## src/rtl/bus_rr_arbiter.sv

```systemverilog
// Four-requester round-robin bus arbiter with a registered output stage.
// Define BUS_ARB_LOCK_EN to hold the grant for a whole packet (until last_i).
module bus_rr_arbiter #(
    parameter int WIDTH = 32,
    parameter int NREQ  = 4
) (
    input  logic                  clk,
    input  logic                  rst,
    input  logic [NREQ-1:0]       valid_i,
    input  logic [NREQ*WIDTH-1:0] data_i,
    input  logic [NREQ-1:0]       last_i,
    output logic [NREQ-1:0]       ready_o,
    output logic                  valid_o,
    output logic [WIDTH-1:0]      data_o,
    output logic                  last_o,
    output logic [1:0]            id_o,
    input  logic                  ready_i
);

    // state  | meaning
    // IDLE   | arbitrate every cycle from ptr upward
    // LOCKED | grant held by owner until its last beat
    typedef enum logic {IDLE, LOCKED} state_t;

    state_t     state, state_next;
    logic [1:0] ptr;
    logic [1:0] owner, owner_next;
    logic [1:0] grant;
    logic [1:0] idx;
    logic       gnt_valid;
    logic       load;
    logic       xfer;

    assign load = ~valid_o | ready_i;
    assign xfer = load & gnt_valid & ~rst;

    // Descending scan so the requester closest to ptr is the last (winning) hit.
    always_comb begin
        grant     = ptr;
        gnt_valid = 1'b0;
        idx       = ptr;
        if (state == LOCKED) begin
            grant     = owner;
            gnt_valid = valid_i[owner];
        end else begin
            for (int i = NREQ - 1; i >= 0; i--) begin
                idx = ptr + 2'(i);
                if (valid_i[idx]) begin
                    grant     = idx;
                    gnt_valid = 1'b1;
                end
            end
        end
    end

    always_comb begin
        ready_o = '0;
        if (xfer)
            ready_o[grant] = 1'b1;
    end

    always_comb begin
        state_next = state;
        owner_next = owner;
`ifdef BUS_ARB_LOCK_EN
        if (xfer) begin
            case (state)
                IDLE: begin
                    if (!last_i[grant]) begin
                        state_next = LOCKED;
                        owner_next = grant;
                    end
                end
                LOCKED: begin
                    if (last_i[grant])
                        state_next = IDLE;
                end
                default: state_next = IDLE;
            endcase
        end
`endif
    end

    always_ff @(posedge clk) begin
        if (rst) begin
            state <= IDLE;
            owner <= 2'd0;
        end else begin
            state <= state_next;
            owner <= owner_next;
        end
    end

    always_ff @(posedge clk) begin
        if (rst) begin
            ptr     <= 2'd0;
            valid_o <= 1'b0;
            data_o  <= '0;
            last_o  <= 1'b0;
            id_o    <= 2'd0;
        end else if (xfer) begin
            ptr     <= grant + 2'd1;
            valid_o <= 1'b1;
            data_o  <= data_i[int'(grant)*WIDTH +: WIDTH];
            last_o  <= last_i[grant];
            id_o    <= grant;
        end else if (ready_i) begin
            valid_o <= 1'b0;
        end
    end

endmodule

```

## config.mk

```make
export PLATFORM = sky130hd
export DESIGN_NAME = bus_rr_arbiter
export DESIGN_NICKNAME = d
export VERILOG_FILES = /design/src/rtl/bus_rr_arbiter.sv
export SDC_FILE = /design/constraint.sdc
export NUM_CORES = 1
export LEC_CHECK = 0
export ABC_AREA = 1
export BUFFER_PORTS_ARGS = -buffer_cell sky130_fd_sc_hd__buf_2
export CORE_MARGIN = 2
export CORE_UTILIZATION = 38
export DETAILED_ROUTE_END_ITERATION = 16
export HOLD_SLACK_MARGIN = 0.06
export PLACE_DENSITY = 0.84
export SYNTH_ARGS = -nofsm -noshare
export SYNTH_HDL_FRONTEND = slang
export SYNTH_SLANG_ARGS = --single-unit
```

## constraint.sdc

```tcl
create_clock -name clk -period 1.9 [get_ports clk]
set_clock_uncertainty 0.1 [all_clocks]
set_input_delay 0.38 -clock clk [delete_from_list [all_inputs] [get_ports clk]]
set_output_delay 0.38 -clock clk [all_outputs]
set_load 0.01 [all_outputs]
```

======== After elaboration in Yosys (flattened, before gate mapping) ========
Index checks and enable logic that the tools add are counted.
word-level totals
  memories kept ........................... 0
  bits in writable memories ............... 0
  input port bits ......................... 139
  register bits after elaboration ......... 38
  bits in latches ......................... 0
  word-level logic and storage cells ...... 46
  bits in read-only memories .............. 0
operators by class
  shift operators ......................... 1
  reduce and logical (&&, ||, !) cells .... 2
  divide/modulo/power cells ............... 0
  multiply operators ...................... 0
  equality and inequality tests ........... 0
  bitwise gates (word level) .............. 5
  multiplexer cells ....................... 23
  add/sub/neg operators ................... 4
  $lt $le $gt $ge ......................... 6
operators with widths
  operator             number
  $shiftx 128x8->32    1
  $lt 2x3->1 const B   5
  $mux 1               12
  $bmux 1 s2           5
  $mux 2               4
  $add 2x1->2 const B  2
  $add 2x2->2 const B  2
  $mux 4               1
  $and 1x1->1          2
  $demux 1 s2          1
  $ge 2x1->1 const B   1
  $not 1->1            2
  $reduce_bool 2->1    1
  $logic_and 1x1->1    1
  $or 1x1->1           1

======== Logic depth before layout (Yosys ltp) ========
Gate-level depths: netlist of run 1.
  depth after elaboration ................. 12
  mapped depth ............................ 16

======== Worst setup path after synthesis of run 1 ========
OpenSTA, ideal clock, no wires.
  path type ............................... flip-flop to output port
  start ................................... register ptr[0]
  end ..................................... output port ready_o[3]
  path buffers ............................ 3
  cell stages (with the launch flop) ...... 15
  path slack .............................. -158 ps
  data arrival time ....................... 1,578 ps
  path through ............................ dfxtp_1 -> buf_4 -> inv_4 -> nand2_1 -> nand2_2 -> nand2_1 -> nand2_1 -> inv_2 -> nand2_1 -> nand3_2 -> nand2_2 -> buf_6 -> buf_4 -> nand2_1 -> nor2_1
between the ends
  longest elaborated chain between the ends .. 12
  elaborated cells on any way between the ends .. 27
  those cells by class .................... 3 x add/sub; 2 x order compare; 19 x mux; 2 x bitwise; 1 x reduce/logical
RTL lines
  what                                                                   line  source
  from (decl)                                                            26    logic [1:0] ptr;
  from (signal assigned)                                                 102   ptr <= grant + 2'd1;
  $add 2x2->2                                                            47    idx = ptr + 2'(i);
  $bmux 1 s2                                                             48    if (valid_i[idx]) begin
  $mux 1 (implied by the code)                                           48
  $mux 2 (4 in series)                                                   48
  $lt 2x3->1 (implied by the code) / $ge 2x1->1 (equally long branches)  59    ready_o[grant] = 1'b1;
  $logic_and 1x1->1 (implied by the code)                                59
  $mux 1 (implied by the code)                                           59
  $demux 1 s2                                                            59
  $mux 4 *                                                               58    if (xfer)
  to (decl)                                                              12    output logic [NREQ-1:0] ready_o,
Every way passes the cells marked *; elsewhere a longest branch is shown, timed or not. The select of a mux whose other input is x is not followed.

======== Final worst setup path of run 1 ========
  start ................................... register ptr[0]
  end ..................................... output port ready_o[2]
The elaborated chain is that of the path after synthesis.

==> results.toml, run 1 <==
[synth]
synth_edf_count = 0
ys_types = 17
syn_nets = 592
synthCells = 453
ys.flop_type = "dfxtp_1"
synth_largest_area_cell = "nand3_1"
yosys.area.top_type_share_pct = 38.3
synth-seq-cells = 38
syn_area_per_cell_um2 = 5.94
synth-xor-area-share_pct = 0
synth-compound-area-share_pct = 1.21
synth_commonest_cells = "nand3_1 (206), nand2_1 (133), dfxtp_1 (38), buf_2 (17), buf_4 (12)"
synth_area_mm2 = 0.00269
synth_most_common_cell = "nand3_1"
synthTopCellsByArea = "nand3_1 (38%), dfxtp_1 (28%), nand2_1 (19%)"
synthAdderAreaFrac_pct = 0
yosysWarnings = 0
synthMuxAreaShare_pct = 0
synth_simple_gate_area_share_pct = 60.3
synth_seq_area_share_pct = 28.3
synth_top_family_by_area = "simple AND/OR/NAND/NOR gates"
async_flop_share_pct = 0

[placement]
place.gp.congestion = 0.863
dp_hpwl_mm = 7.08
io_buffers = 178
dp_worst_setup_slack_ns = -0.222

[global_route]
met3_usage_pct = 6.13
antenna_found_initial = 0
grt_use_met2_pct = 51.4
grt_pass1_wl_mm = 16.4
grt_overflow_total = 0
grt_busiest_layer = "met2"
use_met1_pct = 28.1
grt_max_degree = 37
grt_pass1_vias = 3700
grt_usage_pct = 26.6

[critical_path]
cp_data_arrival_time_ns = 1.89
critical_path_required_ns = 1.42
reg2reg_slack_ns = -0.40
critPathCaptureType = "output port"
timing.rr.end = "data_o[26]$_SDFFE_PP0P_"
r2r_cells = 19
path_common_cell = "nand2_2"
crit_start = "ptr[0]$_SDFFE_PP0P_"
path_class = "reg2out"
crit_chain = "buf_6, inv_8, nand2_2, nand2_2, nand2_2, nand2_4, inv_2, nand2_2, nor2_2, nor2_4, inv_2, buf_4, nor2_4, buf_6"
start_kind = "flip-flop"
r2r-start = "ptr[0]$_SDFFE_PP0P_"
crit_fanout = 6
slowest_delay_ns = 0.33
worstSetupEndpoint = "ready_o[2]"
crit_slowest_cell = "dfxtp_2"

[clock_tree]
cts_hold_buf = 0
cts.clk_slew.worst_paths_ns = 0.08
cts_buffer_depth = 2
cts_made_buffers = 5
cts_sinks = 38
ctsHtreeMaxLevel = 2
cts_tree = "yes"
cts_root_buf = "clkbuf_8"
clk_latency_ns = 0.28

[timing]
drv_slew = 0
tightest_slew_ns = 0.501
period_share_pct = 125
period_needed_ns = 2.37
setup_viol = 40
rsz0062_at_grt = "true"
finalWorstSetupSlack_ns = -0.470
slew_headroom_pct = 66.6
hold_viol = 0
fmax_ghz = 0.422

[layout]
area_growth_pct = 75.6
layout.nets = 793
fill_cells = 541
diodes = 0
drive_gt1_share_pct = 51.1

[power]
finalPower_uw = 9210
p_per_area_mw_per_mm2 = 1950
vdd_drop_max_mv = 1.09
p_leak_uw = 0.00248

[floorplan]
coreArea_mm2 = 0.00683
die_y_um = 88.1
dieArea_mm2 = 0.00777
num_rows = 30
initial_core_util_pct = 39.4
chipWidth_um = 88.1
pin_count = 179

[detailed_routing]
routedWlPerCell_um = 14.7
drt.antenna.violating_nets = 0
wirelength_mm = 11.0
vias = 3967
firstDrtPassIters = 4
drcViolationCount = 0
vias_per_cell = 5.28
dr.first_iter.drc_count = 205

[outcome]
status = "finished, violations left"
violations = "negative setup slack"

[hold_path]
min-delay-start = "rst"
hold_class = "in2reg"

[flow_run]
drv_cap = 0
## worst max-delay path: cells and delay by family (launching register included)
| kind | cells | cell delay [ns] |
|---|---|---|
| buf+inv | 6 | 0.60 |
| simple gates | 8 | 0.67 |
| flops | 1 | 0.33 |
## layout make-up
cell class / instances / area [um^2] / share of cell area (%)
clock buffer: 7 / 86.3 / 1.83
clock inverter: 1 / 5.00 / 0.106
inverter: 15 / 71.3 / 1.51
multi-input combinational: 362 / 2070 / 43.9
sequential: 38 / 766 / 16.2
tap: 96 / 120 / 2.54
timing repair buffer: 232 / 1600 / 33.9
## metal layers
metal,up-vias,routed length [um]
met5,-,0
met4,0,283
met1,1816,4170
met3,33,816
met2,185,5760
li1,1933,-
## how the worst min path moves through the flow
stage | end | cells past startpoint
3_3_place_gp | data_o[14]$_SDFFE_PP0P_ | 2
5_1_grt | ptr[1]$_SDFFE_PP0P_ | 2
6_report | ptr[1]$_SDFFE_PP0P_ | 2
2_1_floorplan | ptr[1]$_SDFFE_PP0P_ | 1
3_5_place_dp | data_o[24]$_SDFFE_PP0P_ | 2
4_1_cts | ptr[1]$_SDFFE_PP0P_ | 2
## state kept, by name (all words and copies together), names as in the netlist
register	count
data_o	32
id_o	2
last_o	1
ptr	2
valid_o	1
## where the power goes
| part | switching [uW] | internal [uW] |
|---|---|---|
| clock | 277 | 293 |
| combinational | 4200 | 3060 |
| sequential | 229 | 1160 |
## layout by cell type, fill, tap and decap left out, drive strengths merged
cell / Yosys / layout
o21ai: 5 / 5
nor2: 12 / 12
o31ai: 1 / 1
nand3: 208 / 208
inv: 15 / 15
clkinv: 0 / 1
buf: 30 / 232
nand2: 136 / 136
dfxtp: 38 / 38
clkbuf: 8 / 7
## through the flow
| stage | util [%] | setup TNS (ns) | std cells | hold WS, ns | area (um^2) |
|---|---|---|---|---|---|
| after global placement | 54.9 | -2.09 | 717 | 0.352 | 3750 |
| after detailed placement | 54.9 | -4.99 | 717 | 0.358 | 3750 |
| final | 69.2 | -14.18 | 751 | 0.217 | 4720 |
| after global routing | 69.2 | -17.48 | 751 | 0.219 | 4720 |
| after floorplan | - | -0.0580 | 453 | 0.352 | 2730 |
| after CTS | 67.3 | -11.16 | 746 | 0.195 | 4600 |
## what timing repair did
item / 4_1_cts / 5_1_grt
setup buffers: 14 / 5
endpoints found under the hold margin: 0 / 0
cloned: 7 / 0
pin swaps: 34 / 14
resized for setup: 113 / 23
endpoints found under the setup margin: 40 / 41
## logic make-up after synthesis
kind of cell | count (synthesis)
buf+inv | 53
compound gates | 6
simple gates | 356
flops | 38
Power figures use the tool's default switching activity.
==> run 2: changes to the inputs <==
CTS_BUF_LIST = sky130_fd_sc_hd__clkbuf_8 sky130_fd_sc_hd__clkbuf_16   (was unset)
==> run 2 against run 1 <==
Effect of this change:
- the run still ends with negative setup slack left
- worst hold slack did not move
- die area did not move
- global-route usage did not move
- first-iteration DRC count fell by 7.8%
- clock power fell by 0.7%
- register-to-register slack barely moved
- total power barely moved
- setup slack did not move
- combinational power barely moved
- critical endpoint unchanged
==> results.toml, run 2 (synthesis results as in run 1) <==
[outcome]
status = "finished, violations left"
violations = "negative setup slack"

[clock_tree]
cts_root_buf = "clkbuf_8"
ctsHtreeMaxLevel = 2
cts.clk_slew.worst_paths_ns = 0.08
cts_buffer_depth = 2
cts_tree = "yes"
clk_latency_ns = 0.28
cts_sinks = 38
cts_made_buffers = 5

[flow_run]
drv_cap = 0

[floorplan]
coreArea_mm2 = 0.00683
chipWidth_um = 88.1
dieArea_mm2 = 0.00777
pin_count = 179
initial_core_util_pct = 39.4
die_y_um = 88.1
num_rows = 30

[timing]
rsz0062_at_grt = "true"
period_share_pct = 125
fmax_ghz = 0.422
slew_headroom_pct = 66.6
tightest_slew_ns = 0.500
period_needed_ns = 2.37
hold_viol = 0
setup_viol = 40
drv_slew = 0
whs_ns = 0.217
finalWorstSetupSlack_ns = -0.470

[critical_path]
crit_slowest_cell = "dfxtp_2"
start_kind = "flip-flop"
cp_data_arrival_time_ns = 1.89
slowest_delay_ns = 0.33
crit_family = "simple AND/OR/NAND/NOR gates"
critical_path_required_ns = 1.42
crit_buf_inv = 6
critPathCaptureType = "output port"
crit_fanout = 6
path_class = "reg2out"
path_common_cell = "nand2_2"
r2r-start = "ptr[0]$_SDFFE_PP0P_"
crit_chain = "buf_6, inv_8, nand2_2, nand2_2, nand2_2, nand2_4, inv_2, nand2_2, nor2_2, nor2_4, inv_2, buf_4, nor2_4, buf_6"
crit_start = "ptr[0]$_SDFFE_PP0P_"

[placement]
dp_hpwl_mm = 7.08
place.gp.congestion = 0.863
io_buffers = 178
post_dp_cell_area_mm2 = 0.00375

[detailed_routing]
vias_per_cell = 5.29
dr.first_iter.drc_count = 189
vias = 3972
routedWlPerCell_um = 14.7
wirelength_mm = 11.1
drt.antenna.violating_nets = 0
firstDrtPassIters = 4
drcViolationCount = 0

[power]
p_leak_uw = 0.00248
finalPower_uw = 9220
vdd_drop_max_mv = 1.09
p_per_area_mw_per_mm2 = 1950

[global_route]
grt_max_degree = 37
antenna_found_initial = 0
grt_usage_pct = 26.6
grt_pass1_wl_mm = 16.4
grt_pass1_vias = 3700
grt_overflow_total = 0

[layout]
largest_reg_flops = 32
drive_gt1_share_pct = 51.1
final_common_cell = "buf_2"
fill_cells = 541
diodes = 0
layout.nets = 793
finalInstanceArea_mm2 = 0.00472
reg.largest.list = "data_o (32), id_o (2), ptr (2)"
final_cell_mix = "buf_2 (175), nand3_1 (160), nand2_1 (109)"
area_growth_pct = 75.6
regMostFlops = "data_o"

[hold_path]
min-delay-start = "rst"
hold_class = "in2reg"
run 2: cell types whose count changed in the layout (fill, tap and decap cells not counted), sizes merged:
cell	change
inv	+1
clkbuf	-1
run 2: final timing paths:
kind / endpoint / slack (ns) / depth (start not counted)
worst max-delay path: ready_o[2] / -0.47 / 14
worst min-delay path: ptr[1]$_SDFFE_PP0P_ / 0.22 / 2
worst max register to register: data_o[26]$_SDFFE_PP0P_ / -0.40 / 19
worst min register to register: data_o[19]$_SDFFE_PP0P_ / 0.35 / 2
run 2: per-stage QoR:
step	TNS, ns	utilization (%)	std cells	setup WS (ns)
detailed placement	-4.99	54.9	717	-0.222
finish	-14.17	69.2	751	-0.470
CTS	-11.16	67.3	746	-0.413
floorplan	-0.0580	-	453	-0.0580
global route	-17.48	69.2	751	-0.546
global placement	-2.09	54.9	717	-0.138
run 2: per-layer routing:
metal  routed length (um)  share of wire, %  vias up  GRT usage, %
met5                    0                 0        -             0
met4                  283               2.6        0          8.82
met3                  816               7.4       33          6.13
met2                 5760                52      186          51.4
met1                 4200                38     1821          28.1
li1                     -                 -     1932             -
run 2: cell type report:
cell class                      instances  area [um^2]  area share [%]
Multi-Input combinational cell        362         2070            43.9
Timing Repair Buffer                  232         1600            33.9
Sequential cell                        38          766            16.2
Tap cell                               96          120            2.54
Clock buffer                            6         82.6            1.75
Inverter                               15         71.3            1.51
Clock inverter                          2         8.76           0.185
run 2: worst register-to-register path, stage by stage, from the launching register on:
cell     delay (ns)
dfxtp_2        0.34
buf_6          0.14
inv_8          0.06
nand2_4        0.07
nand2_4        0.07
nand2_2        0.07
nand2_2        0.08
nor2_2         0.13
nand2_2        0.08
nand2_2        0.08
nor2_4         0.05
buf_6          0.14
buf_6          0.10
buf_6          0.10
buf_8          0.12
buf_6          0.11
buf_6          0.11
buf_12         0.14
nand3_2        0.07
nand2_1        0.04
run 2: report_power, final:
| group | switching [uW] | leakage [uW] | internal [uW] |
|---|---|---|---|
| Clock | 278 | 0.0000524 | 288 |
| Combinational | 4210 | 0.00211 | 3060 |
| Sequential | 229 | 0.000317 | 1160 |
run 2: repair_timing:
action,CTS,global route
hold buffers,0,0
endpoints found under the setup margin,40,41
buffers inserted,14,5
gates resized for setup,113,23
pin swaps,34,14
gates cloned,7,0
==> run 3: changes to the inputs <==
ABC_AREA = 0   (was 1)
CORE_UTILIZATION = 35   (was 38)
==> run 3 against run 2 <==
Effect of this change:
- the flow still finishes with violations (negative setup slack)
- non-clock buffer count is 20 lower
- sequential share of layout area increased by 4.0 points
- total power down 68%
- core utilization down 5.5 points
- first-iteration DRC count down 72%
- setup slack better by 0.20 ns
- sequential power shrank 27%
- maximum frequency increased by 9.2%
- critical path depth shrank 6
- global-route usage shrank 8.2 points
- critical path type unchanged
- largest power group unchanged
==> results.toml, run 3 <==
[power]
p_per_area_mw_per_mm2 = 780
vdd_drop_max_mv = 0.330
switching_share_pct = 34.3
p_leak_uw = 0.00200
pwr-share-comb_pct = 48.5
internal-power_uw = 1940
seqPwrFrac_pct = 34.3
pwr-share-clk_pct = 17.2
power_switching_uw = 1010
finalPower_uw = 2950

[synth]
syn_area_per_cell_um2 = 9.60
synthTopCellsByArea = "dfxtp_1 (35%), mux2i_1 (31%), o221ai_1 (13%)"
yosysWarnings = 0
synth_seq_area_share_pct = 35.2
synthCells = 225
synth_largest_area_cell = "dfxtp_1"
yosys.area.top_type_share_pct = 35.2
ys.flop_type = "dfxtp_1"
async_flop_share_pct = 0
synth_edf_count = 0
synth_commonest_cells = "mux2i_1 (68), dfxtp_1 (38), nand2_1 (34), o221ai_1 (33), nor2_1 (10)"
synth_area_mm2 = 0.00216
synth_most_common_cell = "mux2i_1"
ys_types = 22
syn_nets = 364
synth-seq-cells = 38

[floorplan]
pin_count = 179
chipWidth_um = 82.6
die_y_um = 82.6
initial_core_util_pct = 36.3
dieArea_mm2 = 0.00682
coreArea_mm2 = 0.00596
num_rows = 28

[clock_tree]
clk_latency_ns = 0.28
cts_buffer_depth = 2
cts_root_buf = "clkbuf_8"
cts_hold_buf = 0
cts_sinks = 38
cts.clk_slew.worst_paths_ns = 0.07
cts_made_buffers = 5
cts_tree = "yes"
ctsHtreeMaxLevel = 2

[detailed_routing]
highest_layer = "met4"
drt.antenna.violating_nets = 0
firstDrtPassIters = 4
dr_wl_met2_mm = 4.17
vias = 2576
drcViolationCount = 0
m1WireLength_mm = 2.79
wirelength_mm = 7.70
met3_wirelength_um = 624
vias_per_cell = 5.14
dr.first_iter.drc_count = 53
routedWlPerCell_um = 15.4

[critical_path]
start_kind = "flip-flop"
crit_fanout = 4
critical_path_required_ns = 1.42
path_class = "reg2out"
cp_data_arrival_time_ns = 1.69
critPathCaptureType = "output port"

[placement]
post_dp_cell_area_mm2 = 0.00323
dp_hpwl_mm = 5.32
io_buffers = 178
place.gp.congestion = 0.922

[timing]
finalWorstSetupSlack_ns = -0.271
drv_slew = 0
rsz0062_at_grt = "true"
tightest_slew_ns = 0.266
whs_ns = 0.276
fmax_ghz = 0.461
hold_viol = 0
slew_headroom_pct = 81.8
setup_viol = 37
period_share_pct = 114
period_needed_ns = 2.17

[layout]
area_growth_pct = 75.3
diodes = 0
final_cell_mix = "buf_2 (174), mux2i_1 (66), dfxtp_1 (36)"
post-route-util_pct = 63.6
drive_gt1_share_pct = 62.0
finalInstanceArea_mm2 = 0.00379
layout.nets = 565
reg.largest.list = "data_o (32), id_o (2), ptr (2)"
largest_reg_flops = 32
final_common_cell = "buf_2"
regMostFlops = "data_o"

[outcome]
violations = "negative setup slack"
status = "finished, violations left"

[global_route]
grt_overflow_total = 0
grt_pass1_vias = 2190
grt_max_degree = 32
antenna_found_initial = 0
grt_pass1_wl_mm = 9.50
grt_usage_pct = 18.4

[flow_run]
drv_cap = 0

[hold_path]
hold_class = "in2reg"
==> run 3: cell types whose count changed after synthesis, moves of 6 or more <==
cell	delta
buf_4	-10
buf_2	-11
mux2i_1	+68
nand2_1	-99
o221ai_1	+33
inv_2	-6
nand3_1	-206
==> run 3: cell type report <==
type | count | area (um^2)
tap | 75 | 93.8
clock inverter | 2 | 7.51
fill | 505 | 2170
multi-input combinational | 165 | 1530
timing repair buffer | 212 | 1300
sequential | 38 | 766
clock buffer | 5 | 68.8
inverter | 4 | 15.0
==> run 3: layer usage <==
metal / track usage [%] / vias up
met5: 0 / -
met4: 6.23 / 0
met3: 5.65 / 10
met2: 36.3 / 122
met1: 17.8 / 1184
li1: - / 1260
==> run 3: final timing paths <==
path                                 from                      end  slack (ns)  depth (start not counted)
hold / removal                    ready_i     valid_o$_SDFFE_PP0P_        0.28                          4
setup reg to reg      ptr[1]$_SDFFE_PP0P_   data_o[3]$_SDFFE_PP0P_       -0.08                          8
hold reg to reg   data_o[27]$_SDFFE_PP0P_  data_o[27]$_SDFFE_PP0P_        0.36                          2
setup / recovery      ptr[0]$_SDFFE_PP0P_               ready_o[3]       -0.27                          8
==> run 3: metrics by stage <==
step,instances,setup slack [ns],setup TNS (ns)
3_5_place_dp,478,-0.243,-6.65
5_1_grt,501,-0.362,-6.24
6_report,501,-0.271,-2.74
4_1_cts,490,-0.220,-0.811
3_3_place_gp,478,-0.207,-4.23
2_1_floorplan,225,-0.0955,-0.191
==> run 3: power groups by stage <==
| stage | Combinational [uW] | Sequential, uW | Clock [uW] |
|---|---|---|---|
| 4_1_cts | 1150 | 1010 | 519 |
| 3_3_place_gp | 1080 | 1020 | 0 |
| 6_report | 1430 | 1010 | 508 |
| 2_1_floorplan | 610 | 1080 | 0 |
| 3_5_place_dp | 1110 | 1020 | 0 |
| 5_1_grt | 1530 | 1030 | 553 |
==> run 3: cell families after synthesis <==
kind of cell / Yosys count / share of synthesized area, %
xor gates and xnor gates: 1 / 0.405
buffers and inverters: 22 / 5.91
DFF: 38 / 35.2
muxes: 68 / 31.5
AOI/OAI and AO/OA: 45 / 17.1
and+or+nand+nor: 51 / 9.90
==> run 3: what timing repair did <==
item	4_1_cts	5_1_grt
setup endpoints to repair	25	23
buffers inserted	6	8
resized for setup	11	47
gates cloned	0	4
pin swaps	5	13
==> run 3: critical path, stage by stage (launching register included) <==
cell      delay, ns
dfxtp_2        0.37
nand2b_4       0.15
a21oi_2        0.06
a31oi_2        0.20
buf_4          0.16
nand3b_1       0.11
buf_6          0.16
nor2_4         0.10
buf_6          0.10
